==> config.mk <==
export PLATFORM = sky130hd
export DESIGN_NAME = inst_fetch_arbiter_flat
export DESIGN_NICKNAME = d
export VERILOG_FILES = /design/src/rtl/ifa_pkg.sv /design/src/rtl/inst_fetch_arbiter_if.sv /design/src/rtl/ifa_rr_arbiter.sv /design/src/rtl/inst_fetch_arbiter.sv /design/src/flat_wrapper.sv
export SDC_FILE = /design/constraint.sdc
export NUM_CORES = 1
export LEC_CHECK = 0
export CORE_ASPECT_RATIO = 1.25
export CORE_UTILIZATION = 45
export CTS_BUF_LIST = sky130_fd_sc_hd__clkbuf_8 sky130_fd_sc_hd__clkbuf_16
export DETAILED_ROUTE_END_ITERATION = 10
export DONT_BUFFER_PORTS = 1
export GPL_ROUTABILITY_DRIVEN = 0
export PLACE_DENSITY = 0.62
export SLEW_MARGIN = 20
export SYNTH_ARGS = -nofsm -noshare
export SYNTH_HDL_FRONTEND = slang
export SYNTH_SLANG_ARGS = --single-unit
==> constraint.sdc <==
create_clock -name clk -period 2.4 [get_ports clk]
set_input_delay 0.48 -clock clk [delete_from_list [all_inputs] [get_ports clk]]
set_output_delay 0.48 -clock clk [all_outputs]
set_load 0.01 [all_outputs]
==> src/rtl/ifa_pkg.sv <==
// ----------------------------------------------------------------------------
// ifa_pkg
//   Shared types and constants for the instruction-fetch arbiter.
//   - ifa_state_e : arbiter FSM state (2-bit encoding)
//   - IFA_NOP_INST: instruction returned when memory never answers
//   - WAY0 / WAY1 : way index constants used for owner and pointer values
// ----------------------------------------------------------------------------
package ifa_pkg;

    typedef enum logic [1:0] {
        IFA_IDLE = 2'd0,
        IFA_REQ  = 2'd1,
        IFA_WAIT = 2'd2
    } ifa_state_e;

    // addi x0, x0, 0
    localparam logic [31:0] IFA_NOP_INST = 32'h0000_0013;

    localparam logic WAY0 = 1'b0;
    localparam logic WAY1 = 1'b1;

    // The way that is not 'w'; used for the round-robin pointer flip.
    function automatic logic ifa_other_way(input logic w);
        return (w == WAY0) ? WAY1 : WAY0;
    endfunction

endpackage

==> src/rtl/inst_fetch_arbiter_if.sv <==
// ----------------------------------------------------------------------------
// inst_fetch_arbiter_if
//   Bundles both way fetch handshakes and the single instruction-memory port.
//   Signal suffixes (_i/_o) are from the arbiter's point of view.
//
//   Handshake rules:
//     way:  wayN_request_i stays high with a stable wayN_instAddr_i until
//           wayN_dataOk_o pulses; wayN_inst_o/wayN_err_o are valid with that
//           pulse. wayN_flush_i abandons the outstanding fetch of that way.
//     mem:  mem_req_o holds with mem_addr_o until mem_gnt_i is seen high;
//           one mem_rvalid_i/mem_rdata_i follows at least one cycle later.
//
//   Modports:
//     slave  - the arbiter
//     master - fetch units plus the memory (the environment around the arbiter)
// ----------------------------------------------------------------------------
interface inst_fetch_arbiter_if #(
    parameter int ADDR_W = 32,
    parameter int DATA_W = 32
);
    logic              way0_request_i;
    logic [ADDR_W-1:0] way0_instAddr_i;
    logic              way0_flush_i;
    logic [DATA_W-1:0] way0_inst_o;
    logic              way0_dataOk_o;
    logic              way0_err_o;

    logic              way1_request_i;
    logic [ADDR_W-1:0] way1_instAddr_i;
    logic              way1_flush_i;
    logic [DATA_W-1:0] way1_inst_o;
    logic              way1_dataOk_o;
    logic              way1_err_o;

    logic              mem_req_o;
    logic [ADDR_W-1:0] mem_addr_o;
    logic              mem_gnt_i;
    logic              mem_rvalid_i;
    logic [DATA_W-1:0] mem_rdata_i;

    modport slave (
        input  way0_request_i, way0_instAddr_i, way0_flush_i,
        output way0_inst_o, way0_dataOk_o, way0_err_o,
        input  way1_request_i, way1_instAddr_i, way1_flush_i,
        output way1_inst_o, way1_dataOk_o, way1_err_o,
        output mem_req_o, mem_addr_o,
        input  mem_gnt_i, mem_rvalid_i, mem_rdata_i
    );

    modport master (
        output way0_request_i, way0_instAddr_i, way0_flush_i,
        input  way0_inst_o, way0_dataOk_o, way0_err_o,
        output way1_request_i, way1_instAddr_i, way1_flush_i,
        input  way1_inst_o, way1_dataOk_o, way1_err_o,
        input  mem_req_o, mem_addr_o,
        output mem_gnt_i, mem_rvalid_i, mem_rdata_i
    );

endinterface

==> src/rtl/ifa_rr_arbiter.sv <==
// ----------------------------------------------------------------------------
// ifa_rr_arbiter
//   Two-input round-robin grant. The pointer names the way that wins a tie;
//   it only moves when a memory transaction completes, and then points at the
//   way that did not own that transaction.
//
//   Ports:
//     clk, reset_n  clock, synchronous active-low reset (pointer -> WAY0)
//     req_i[1:0]    eligible requesters (bit index = way)
//     advance_i     transaction completed this cycle
//     owner_i       owner of the completing transaction
//     valid_o       at least one eligible requester
//     grant_o       winning way (meaningful when valid_o)
// ----------------------------------------------------------------------------
module ifa_rr_arbiter
    import ifa_pkg::*;
(
    input  logic       clk,
    input  logic       reset_n,
    input  logic [1:0] req_i,
    input  logic       advance_i,
    input  logic       owner_i,
    output logic       valid_o,
    output logic       grant_o
);

    logic ptr_q;
    logic ptr_d;

    always_comb begin
        ptr_d = ptr_q;
        if (advance_i) begin
            ptr_d = ifa_other_way(owner_i);
        end
    end

    always_comb begin
        valid_o = |req_i;
        grant_o = WAY0;
        if (req_i == 2'b11) begin
            grant_o = ptr_q;
        end else if (req_i[1]) begin
            grant_o = WAY1;
        end
    end

    always_ff @(posedge clk) begin
        if (!reset_n) begin
            ptr_q <= WAY0;
        end else begin
            ptr_q <= ptr_d;
        end
    end

endmodule

==> src/rtl/inst_fetch_arbiter.sv <==
// ----------------------------------------------------------------------------
// inst_fetch_arbiter
//   Shares one instruction-memory port between the way0 and way1 fetch units.
//   One memory transaction is in flight at a time; ties are broken round-robin.
//   A way's flush abandons its outstanding fetch: before the grant the memory
//   request is withdrawn, after the grant the response is swallowed.
//   Memory that never answers yields NOP_INST with an error pulse.
//
//   Ports:
//     clk, reset_n  clock, synchronous active-low reset
//     bus           inst_fetch_arbiter_if.slave (way handshakes + memory port)
//     dbg_state_o   current FSM state
// ----------------------------------------------------------------------------
module inst_fetch_arbiter
    import ifa_pkg::*;
#(
    parameter int                ADDR_W   = 32,
    parameter int                DATA_W   = 32,
    parameter int                TIMEOUT  = 16,
    parameter logic [DATA_W-1:0] NOP_INST = DATA_W'(IFA_NOP_INST)
) (
    input  logic                 clk,
    input  logic                 reset_n,
    inst_fetch_arbiter_if.slave  bus,
    output ifa_state_e           dbg_state_o
);

    localparam int CNT_W = $clog2(TIMEOUT);

    ifa_state_e        state_q, state_d;
    logic              owner_q, owner_d;
    logic [ADDR_W-1:0] addr_q, addr_d;
    logic              mem_req_q, mem_req_d;
    logic [CNT_W-1:0]  cnt_q, cnt_d;
    logic              drop_q, drop_d;
    logic [DATA_W-1:0] inst0_q, inst0_d, inst1_q, inst1_d;
    logic              ok0_q, ok0_d, ok1_q, ok1_d;
    logic              err0_q, err0_d, err1_q, err1_d;

    logic [1:0]        eligible;
    logic              arb_valid;
    logic              arb_grant;
    logic              advance;
    logic [ADDR_W-1:0] sel_addr;
    logic              owner_flush;
    logic              timeout;
    logic              deliver;
    logic [DATA_W-1:0] resp_data;
    logic              resp_err;
    logic              unused_addr_lsbs;

    // A way whose dataOk is showing this cycle still has its old request up;
    // masking it stops the same fetch from being issued twice.
    assign eligible = {bus.way1_request_i & ~bus.way1_flush_i & ~ok1_q,
                       bus.way0_request_i & ~bus.way0_flush_i & ~ok0_q};

    assign sel_addr         = (arb_grant == WAY1) ? bus.way1_instAddr_i : bus.way0_instAddr_i;
    assign unused_addr_lsbs = ^sel_addr[1:0];
    assign owner_flush      = (owner_q == WAY1) ? bus.way1_flush_i : bus.way0_flush_i;
    assign timeout          = (cnt_q == CNT_W'(TIMEOUT - 1));

    ifa_rr_arbiter u_rr (
        .clk       (clk),
        .reset_n   (reset_n),
        .req_i     (eligible),
        .advance_i (advance),
        .owner_i   (owner_q),
        .valid_o   (arb_valid),
        .grant_o   (arb_grant)
    );

    always_comb begin
        state_d   = state_q;
        owner_d   = owner_q;
        addr_d    = addr_q;
        mem_req_d = mem_req_q;
        cnt_d     = '0;
        drop_d    = drop_q;
        inst0_d   = inst0_q;
        inst1_d   = inst1_q;
        ok0_d     = 1'b0;
        ok1_d     = 1'b0;
        err0_d    = 1'b0;
        err1_d    = 1'b0;
        advance   = 1'b0;
        deliver   = 1'b0;
        resp_data = NOP_INST;
        resp_err  = 1'b0;

        case (state_q)
            IFA_IDLE: begin
                drop_d = 1'b0;
                if (arb_valid) begin
                    owner_d   = arb_grant;
                    addr_d    = {sel_addr[ADDR_W-1:2], 2'b00};
                    mem_req_d = 1'b1;
                    state_d   = IFA_REQ;
                end
            end
            IFA_REQ: begin
                if (bus.mem_gnt_i) begin
                    // Memory has taken the request, so its response must be
                    // consumed even if the owner flushed in this same cycle.
                    mem_req_d = 1'b0;
                    drop_d    = owner_flush;
                    state_d   = IFA_WAIT;
                end else if (owner_flush) begin
                    mem_req_d = 1'b0;
                    state_d   = IFA_IDLE;
                end
            end
            IFA_WAIT: begin
                cnt_d = cnt_q + CNT_W'(1);
                if (owner_flush) begin
                    drop_d = 1'b1;
                end
                if (bus.mem_rvalid_i || timeout) begin
                    advance   = 1'b1;
                    cnt_d     = '0;
                    drop_d    = 1'b0;
                    state_d   = IFA_IDLE;
                    // A flush arriving with the data still wins.
                    deliver   = !(drop_q || owner_flush);
                    resp_data = bus.mem_rvalid_i ? bus.mem_rdata_i : NOP_INST;
                    resp_err  = !bus.mem_rvalid_i;
                end
            end
            default: begin
                state_d = IFA_IDLE;
            end
        endcase

        if (deliver) begin
            if (owner_q == WAY1) begin
                inst1_d = resp_data;
                ok1_d   = 1'b1;
                err1_d  = resp_err;
            end else begin
                inst0_d = resp_data;
                ok0_d   = 1'b1;
                err0_d  = resp_err;
            end
        end
    end

    always_ff @(posedge clk) begin
        if (!reset_n) begin
            state_q   <= IFA_IDLE;
            owner_q   <= WAY0;
            addr_q    <= '0;
            mem_req_q <= 1'b0;
            cnt_q     <= '0;
            drop_q    <= 1'b0;
            inst0_q   <= '0;
            inst1_q   <= '0;
            ok0_q     <= 1'b0;
            ok1_q     <= 1'b0;
            err0_q    <= 1'b0;
            err1_q    <= 1'b0;
        end else begin
            state_q   <= state_d;
            owner_q   <= owner_d;
            addr_q    <= addr_d;
            mem_req_q <= mem_req_d;
            cnt_q     <= cnt_d;
            drop_q    <= drop_d;
            inst0_q   <= inst0_d;
            inst1_q   <= inst1_d;
            ok0_q     <= ok0_d;
            ok1_q     <= ok1_d;
            err0_q    <= err0_d;
            err1_q    <= err1_d;
        end
    end

    assign bus.mem_req_o     = mem_req_q;
    assign bus.mem_addr_o    = addr_q;
    assign bus.way0_inst_o   = inst0_q;
    assign bus.way0_dataOk_o = ok0_q;
    assign bus.way0_err_o    = err0_q;
    assign bus.way1_inst_o   = inst1_q;
    assign bus.way1_dataOk_o = ok1_q;
    assign bus.way1_err_o    = err1_q;
    assign dbg_state_o       = state_q;

endmodule
==> src/flat_wrapper.sv <==
// flat-port wrapper written by rule: the top's interface ports become plain ports
module inst_fetch_arbiter_flat import ifa_pkg::*;
#(
    parameter int                ADDR_W   = 32,
    parameter int                DATA_W   = 32,
    parameter int                TIMEOUT  = 16,
    parameter logic [DATA_W-1:0] NOP_INST = DATA_W'(IFA_NOP_INST)
)
  (clk, reset_n, dbg_state_o, bus_way0_request_i, bus_way0_instAddr_i, bus_way0_flush_i, bus_way0_inst_o, bus_way0_dataOk_o, bus_way0_err_o, bus_way1_request_i, bus_way1_instAddr_i, bus_way1_flush_i, bus_way1_inst_o, bus_way1_dataOk_o, bus_way1_err_o, bus_mem_req_o, bus_mem_addr_o, bus_mem_gnt_i, bus_mem_rvalid_i, bus_mem_rdata_i);
  inst_fetch_arbiter_if #(.ADDR_W(ADDR_W), .DATA_W(DATA_W)) bus_i ();
  input  logic clk;
  input  logic reset_n;
  output ifa_state_e dbg_state_o;
  input wire logic [$bits(bus_i.way0_request_i)-1:0] bus_way0_request_i;
  input wire logic [$bits(bus_i.way0_instAddr_i)-1:0] bus_way0_instAddr_i;
  input wire logic [$bits(bus_i.way0_flush_i)-1:0] bus_way0_flush_i;
  output wire logic [$bits(bus_i.way0_inst_o)-1:0] bus_way0_inst_o;
  output wire logic [$bits(bus_i.way0_dataOk_o)-1:0] bus_way0_dataOk_o;
  output wire logic [$bits(bus_i.way0_err_o)-1:0] bus_way0_err_o;
  input wire logic [$bits(bus_i.way1_request_i)-1:0] bus_way1_request_i;
  input wire logic [$bits(bus_i.way1_instAddr_i)-1:0] bus_way1_instAddr_i;
  input wire logic [$bits(bus_i.way1_flush_i)-1:0] bus_way1_flush_i;
  output wire logic [$bits(bus_i.way1_inst_o)-1:0] bus_way1_inst_o;
  output wire logic [$bits(bus_i.way1_dataOk_o)-1:0] bus_way1_dataOk_o;
  output wire logic [$bits(bus_i.way1_err_o)-1:0] bus_way1_err_o;
  output wire logic [$bits(bus_i.mem_req_o)-1:0] bus_mem_req_o;
  output wire logic [$bits(bus_i.mem_addr_o)-1:0] bus_mem_addr_o;
  input wire logic [$bits(bus_i.mem_gnt_i)-1:0] bus_mem_gnt_i;
  input wire logic [$bits(bus_i.mem_rvalid_i)-1:0] bus_mem_rvalid_i;
  input wire logic [$bits(bus_i.mem_rdata_i)-1:0] bus_mem_rdata_i;
  assign bus_i.way0_request_i = bus_way0_request_i;
  assign bus_i.way0_instAddr_i = bus_way0_instAddr_i;
  assign bus_i.way0_flush_i = bus_way0_flush_i;
  assign bus_way0_inst_o = bus_i.way0_inst_o;
  assign bus_way0_dataOk_o = bus_i.way0_dataOk_o;
  assign bus_way0_err_o = bus_i.way0_err_o;
  assign bus_i.way1_request_i = bus_way1_request_i;
  assign bus_i.way1_instAddr_i = bus_way1_instAddr_i;
  assign bus_i.way1_flush_i = bus_way1_flush_i;
  assign bus_way1_inst_o = bus_i.way1_inst_o;
  assign bus_way1_dataOk_o = bus_i.way1_dataOk_o;
  assign bus_way1_err_o = bus_i.way1_err_o;
  assign bus_mem_req_o = bus_i.mem_req_o;
  assign bus_mem_addr_o = bus_i.mem_addr_o;
  assign bus_i.mem_gnt_i = bus_mem_gnt_i;
  assign bus_i.mem_rvalid_i = bus_mem_rvalid_i;
  assign bus_i.mem_rdata_i = bus_mem_rdata_i;
  inst_fetch_arbiter #(.ADDR_W(ADDR_W), .DATA_W(DATA_W), .TIMEOUT(TIMEOUT), .NOP_INST(NOP_INST)) u_core (.clk(clk), .reset_n(reset_n), .bus(bus_i), .dbg_state_o(dbg_state_o));
endmodule
==> results.cfg, run 1 <==
[route]
wl_um = 9870
wl_per_cell_um = 16.6
dr.pass1.iters = 4
vias = 3263
drtIter0Drc = 156
viasPerCell = 5.48
drcViolationCount = 0
ant_nets = 0

[die]
die-area_sq_um = 10100
core_area_sq_um = 9270
die-width_um = 90.0
row_count = 39
ios = 207
initial_core_util_pct = 47.0
die_y_um = 112

[clocking]
h-tree-depth = 3
clk_latency_ns = 0.34
cts_tree = done
clock-sinks = 108
cts.clk_slew.worst_paths_ns = 0.07
ctsResizeCount = 0
hold_buffers = 0
cts_setup_buffers = 0
numCtsBuffers = 9
cts_buffer_depth = 2
root_buffer = clkbuf_16

[synthesis]
muxShareOfSynthArea_pct = 14.0
synth-main-ff-cell = dfxtp_1
yosysWarnings = 0
synth_enable_flop_cells = 0
synth_compound_area_share_pct = 11.9
synthCells = 486
synthArstFlopShare_pct = 0
syn-cell-area_sq_um = 4360
ys_ff_latch = 108
synthXorXnorAreaFrac_pct = 0.402
synth_top_family_by_area = simple AND/OR/NAND/NOR gates
yosysUniqueCellTypes = 38
synth_fa_ha_area_share_pct = 1.43
synth-simple-area-share_pct = 17.7
syn_avg_cell_area_sq_um = 8.97
ys_seq_area_share_pct = 49.6

[setup_path]
slowest_stage = and2_2
cp-end-kind = register
path_cells = ha_1 > a31oi_1 > nor3b_2 > and2_2 > buf_12 > nor4b_2
path_class = register to register
cp.arrival_ns = 2.25
critical-path-max-stage-delay_ns = 0.47
crit_path_start_kind = register
required_ns = 2.66
worstPathMaxFanout = 13

[final_layout]
drive_above_1_share_pct = 7.84
antenna_cells = 0
syn_to_final_growth_pct = 9.01
fin_nets = 576
final_cell_mix = 153 x nand2_1, 108 x dfxtp_1, 61 x mux2i_1
fillers = 867
final_util_pct = 51.3
design_area_sq_um = 4750
layout_commonest_cell = nand2_1

[global_routing]
antenna_found_initial = 0
grt_pass1_vias = 3221
grt_overflow = 0
grt_usage_pct = 19.8
grt_pass1_wl_um = 16200
grt_max_degree = 103

[hold_path]
hp-class = input port to register

[power_and_ir_drop]
switchingPower_mw = 0.870
ir_worst_vdd_v = 0.000362
power_leakage_nw = 1.87
p_comb_share_pct = 6.0
intPower_mw = 2.83
p_seq_share_pct = 52.6
power.density_nw_per_um2 = 778
swShare_pct = 23.5
clock_power_share_pct = 41.4

[sta]
max-slew-margin-rel_pct = 57.4
rsz0062_at_grt = no
skew_ns = 0.0110
final.setup.worst_slack_ns = 0.409
fmax_mhz = 502
tightest_slew_ns = 0.640
min_period_over_period_pct = 83.0
slew_violations = 0
finalHoldViolCount = 0
tns_ns = 0
setup-violations-final = 0
min_period_ns = 1.99

[placed_design]
dpl.hpwl_um = 7000
io_buffers = 0
dp_slack_ns = 0.192
placed_area_sq_um = 4430

[outcome]
status = complete, no violations

[job]
drv_cap = 0
[stage by stage]
| stage | hold WS (ns) | std cells | total power, mW |
|---|---|---|---|
| 2_1_floorplan | 0.418 | 487 | 2.18 |
| 5_1_grt | 0.188 | 595 | 3.86 |
| 4_1_cts | 0.195 | 595 | 3.74 |
| 6_report | 0.202 | 595 | 3.70 |
| 3_3_place_gp | 0.434 | 579 | 2.21 |
| 3_5_place_dp | 0.445 | 579 | 2.21 |
[kinds of logic (layout without fill, tap and decap cells)]
family          after synthesis  in the layout
xor+xnor                      2              2
buf+inv                      43             28
flops                       108            108
other cells                   1              2
mux                          61             61
fa+ha+maj                     5              5
compound gates               81             81
simple gates                185            185
[sequential cells by signal, summed over array words and instances, names as in the netlist, 2 cells and up]
signal	cells
u_core.cnt_q	4
u_core.bus.way0_inst_o	32
u_core.bus.way1_inst_o	32
u_core.dbg_state_o	2
u_core.bus.mem_addr_o	30
[worst max-delay path: cells and delay by family, from the launching register on]
| kind | cells | cell delay, ns |
|---|---|---|
| AOI/OAI and AO/OA | 1 | 0.15 |
| DFF | 1 | 0.36 |
| adders and majority gates | 1 | 0.22 |
| and+or+nand+nor | 3 | 0.95 |
| buffers and inverters | 1 | 0.22 |
[power by group through the flow]
stage	clock, mW	combinational (mW)	sequential [mW]
3_3_place_gp	0	0.217	1.99
2_1_floorplan	0	0.216	1.97
3_5_place_dp	0	0.224	1.99
6_report	1.53	0.222	1.95
4_1_cts	1.57	0.224	1.95
5_1_grt	1.65	0.256	1.96
[layout make-up]
class / count / area (sq um) / share of cell area (%)
inverters: 6 / 22.5 / 0.474
flip-flops and latches: 108 / 2160 / 45.5
clock buffers: 11 / 253 / 5.32
multi-input cells: 336 / 2000 / 42.1
well taps: 123 / 154 / 3.24
repair buffers: 6 / 95.1 / 2.00
clock inverters: 5 / 66.3 / 1.40
[synthesized netlist by cell type, types with 3 or more instances]
library cell / number / area share, %
mux2i_1: 61 / 14
buf_4: 8 / 1.4
a21oi_1: 3 / 0.34
o221a_2: 6 / 1.5
nor2b_1: 3 / 0.43
nor2_1: 6 / 0.52
and2_1: 4 / 0.57
nand3_1: 4 / 0.46
a31oi_1: 32 / 4.6
inv_1: 6 / 0.52
and3_1: 3 / 0.43
clkbuf_1: 12 / 1.0
o21ai_1: 30 / 3.4
ha_1: 5 / 1.4
buf_2: 15 / 1.7
nand2b_1: 4 / 0.57
dfxtp_1: 108 / 50
nand2_1: 154 / 13
[metal layers]
metal / global-route usage (%) / share of wire [%] / vias up
met1: 23.6 / 41 / 1484
met5: 0 / 0 / -
met2: 34.2 / 50 / 152
met4: 5.91 / 0.96 / 0
met3: 6.17 / 8.3 / 10
li1: - / - / 1617
[path summary, 6_finish.rpt]
kind	slack (ns)	from	cells past startpoint	end
setup / recovery	0.41	u_core.cnt_q[0]	6	u_core.bus.way1_err_o
hold / removal	0.20	bus_mem_rvalid_i	1	u_core.bus.way1_err_o
setup reg to reg	0.41	u_core.cnt_q[0]	6	u_core.bus.way1_err_o
hold reg to reg	0.46	u_core.cnt_q[0]	1	u_core.cnt_q[0]
Power figures use the tool's default switching activity.
==> run 2, diff against run 1 <==
clock period = 1.95 ns   (was 2.4 ns; I/O delays follow)
==> run 2 against run 1 <==
Net effect: worst setup slack worse by 0.26 ns; clock power up 8%; hold slack worse by 0.082 ns; global-route usage fell by 0.40 points; utilization is essentially flat; critical endpoint is now u_core.bus.way1_inst_o[27].
==> results.cfg, run 2 (synthesis results as in run 1) <==
[sta]
setup-violations-final = 0
min_period_over_period_pct = 92.2
holdWs_ns = 0.120
skew_ns = 0.00763
final.setup.worst_slack_ns = 0.152
rsz0062_at_grt = no
slew_violations = 0
tns_ns = 0
fmax_mhz = 556
finalHoldViolCount = 0
min_period_ns = 1.80

[setup_path]
worstPathMaxFanout = 7
crit_path_start_kind = register
path_cells = ha_1 > a31oi_1 > nor3b_2 > and2_4 > buf_4 > mux2i_1
path_class = register to register
required_ns = 2.21
cp.arrival_ns = 2.06
r2r_slack_ns = 0.15
worstReg2RegStart = u_core.cnt_q[0]
cp-end-kind = register
regToRegEndpoint = u_core.bus.way1_inst_o[27]
slowest_stage = dfxtp_1
critical-path-max-stage-delay_ns = 0.36
r2r_cells = 6

[final_layout]
drive_above_1_share_pct = 7.77
layout_commonest_cell = nand2_1
final_cell_mix = 153 x nand2_1, 108 x dfxtp_1, 61 x mux2i_1
fin_nets = 580
design_area_sq_um = 4760
fillers = 877
antenna_cells = 0
syn_to_final_growth_pct = 9.07

[outcome]
status = complete, no violations

[route]
drtIter0Drc = 122
ant_nets = 0
wl_per_cell_um = 16.4
wl_um = 9820
viasPerCell = 5.47
dr.pass1.iters = 4
vias = 3276
drcViolationCount = 0

[clocking]
cts_tree = done
numCtsBuffers = 9
h-tree-depth = 3
hold_buffers = 0
clock-sinks = 108
cts.clk_slew.worst_paths_ns = 0.07
cts_buffer_depth = 2
root_buffer = clkbuf_16
clk_latency_ns = 0.33
ctsResizeCount = 0
cts_setup_buffers = 0

[placed_design]
io_buffers = 0
dpl.hpwl_um = 7030
dp_slack_ns = 0.0846
placed_area_sq_um = 4480

[global_routing]
grt_pass1_wl_um = 15800
grt_pass1_vias = 3207
grt_max_degree = 103
antenna_found_initial = 0
grt_usage_pct = 19.4
grt_overflow = 0

[die]
row_count = 39
die-area_sq_um = 10100
die-width_um = 90.0
initial_core_util_pct = 47.0
die_y_um = 112
ios = 207
core_area_sq_um = 9270

[hold_path]
hp-class = input port to register
min_path_cells = 1
worstHoldStart = bus_mem_rvalid_i
whs_endpoint = u_core.bus.way1_err_o

[power_and_ir_drop]
power.density_nw_per_um2 = 909
power_mw = 4.32
ir_worst_vdd_v = 0.000435
power_leakage_nw = 1.89

[job]
drv_cap = 0
[run 2: power breakdown]
part / switching, mW / internal (mW)
clock: 0.757 / 0.890
sequential: 0.0992 / 2.29
combinational: 0.169 / 0.119
total: 1.02 / 3.30
[run 2: how the worst max path moves through the flow]
| stage | cells after the start | start | endpoint | slack [ns] |
|---|---|---|---|---|
| after floorplan | 8 | u_core.dbg_state_o[0] | u_core.bus.way1_err_o | 0.24 |
| after global placement | 4 | bus_way1_flush_i | u_core.bus.mem_addr_o[16] | 0.12 |
| after detailed placement | 6 | u_core.cnt_q[0] | u_core.bus.way1_inst_o[27] | 0.08 |
| after CTS | 6 | u_core.cnt_q[0] | u_core.bus.way1_inst_o[27] | 0.08 |
| after global routing | 6 | u_core.cnt_q[0] | u_core.bus.way1_inst_o[27] | 0.001 |
| final | 6 | u_core.cnt_q[0] | u_core.bus.way1_inst_o[27] | 0.15 |
[run 2: worst max-delay path: cells and delay by family (launching register included)]
kind	cells	cell delay, ns
and+or+nand+nor	2	0.58
buffers and inverters	1	0.20
adders and majority gates	1	0.22
muxes	1	0.20
AOI/OAI and AO/OA	1	0.16
DFF	1	0.36
[run 2: per-stage QoR]
step / std cells / util (%)
final: 599 / 51.3
after detailed placement: 583 / 48.3
after global routing: 599 / 51.3
after floorplan: 487 / -
after global placement: 583 / 48.3
after CTS: 599 / 51.2
[run 2: area by class of cell]
class / count / area, sq um / share of cell area (%)
Clock inverter: 6 / 33.8 / 0.710
Clock buffer: 10 / 239 / 5.02
Inverter: 6 / 22.5 / 0.474
Sequential cell: 108 / 2160 / 45.5
Multi-Input combinational cell: 336 / 2010 / 42.2
Tap cell: 123 / 154 / 3.24
Timing Repair Buffer: 10 / 138 / 2.89
[run 2: routing by layer]
metal  vias up  global-route usage (%)  share of wire [%]
met4         0                    6.56                1.5
met1      1502                    21.3                 40
li1       1616                       -                  -
met3         9                    7.45                9.4
met2       149                    34.3                 49
met5         -                       0                  0
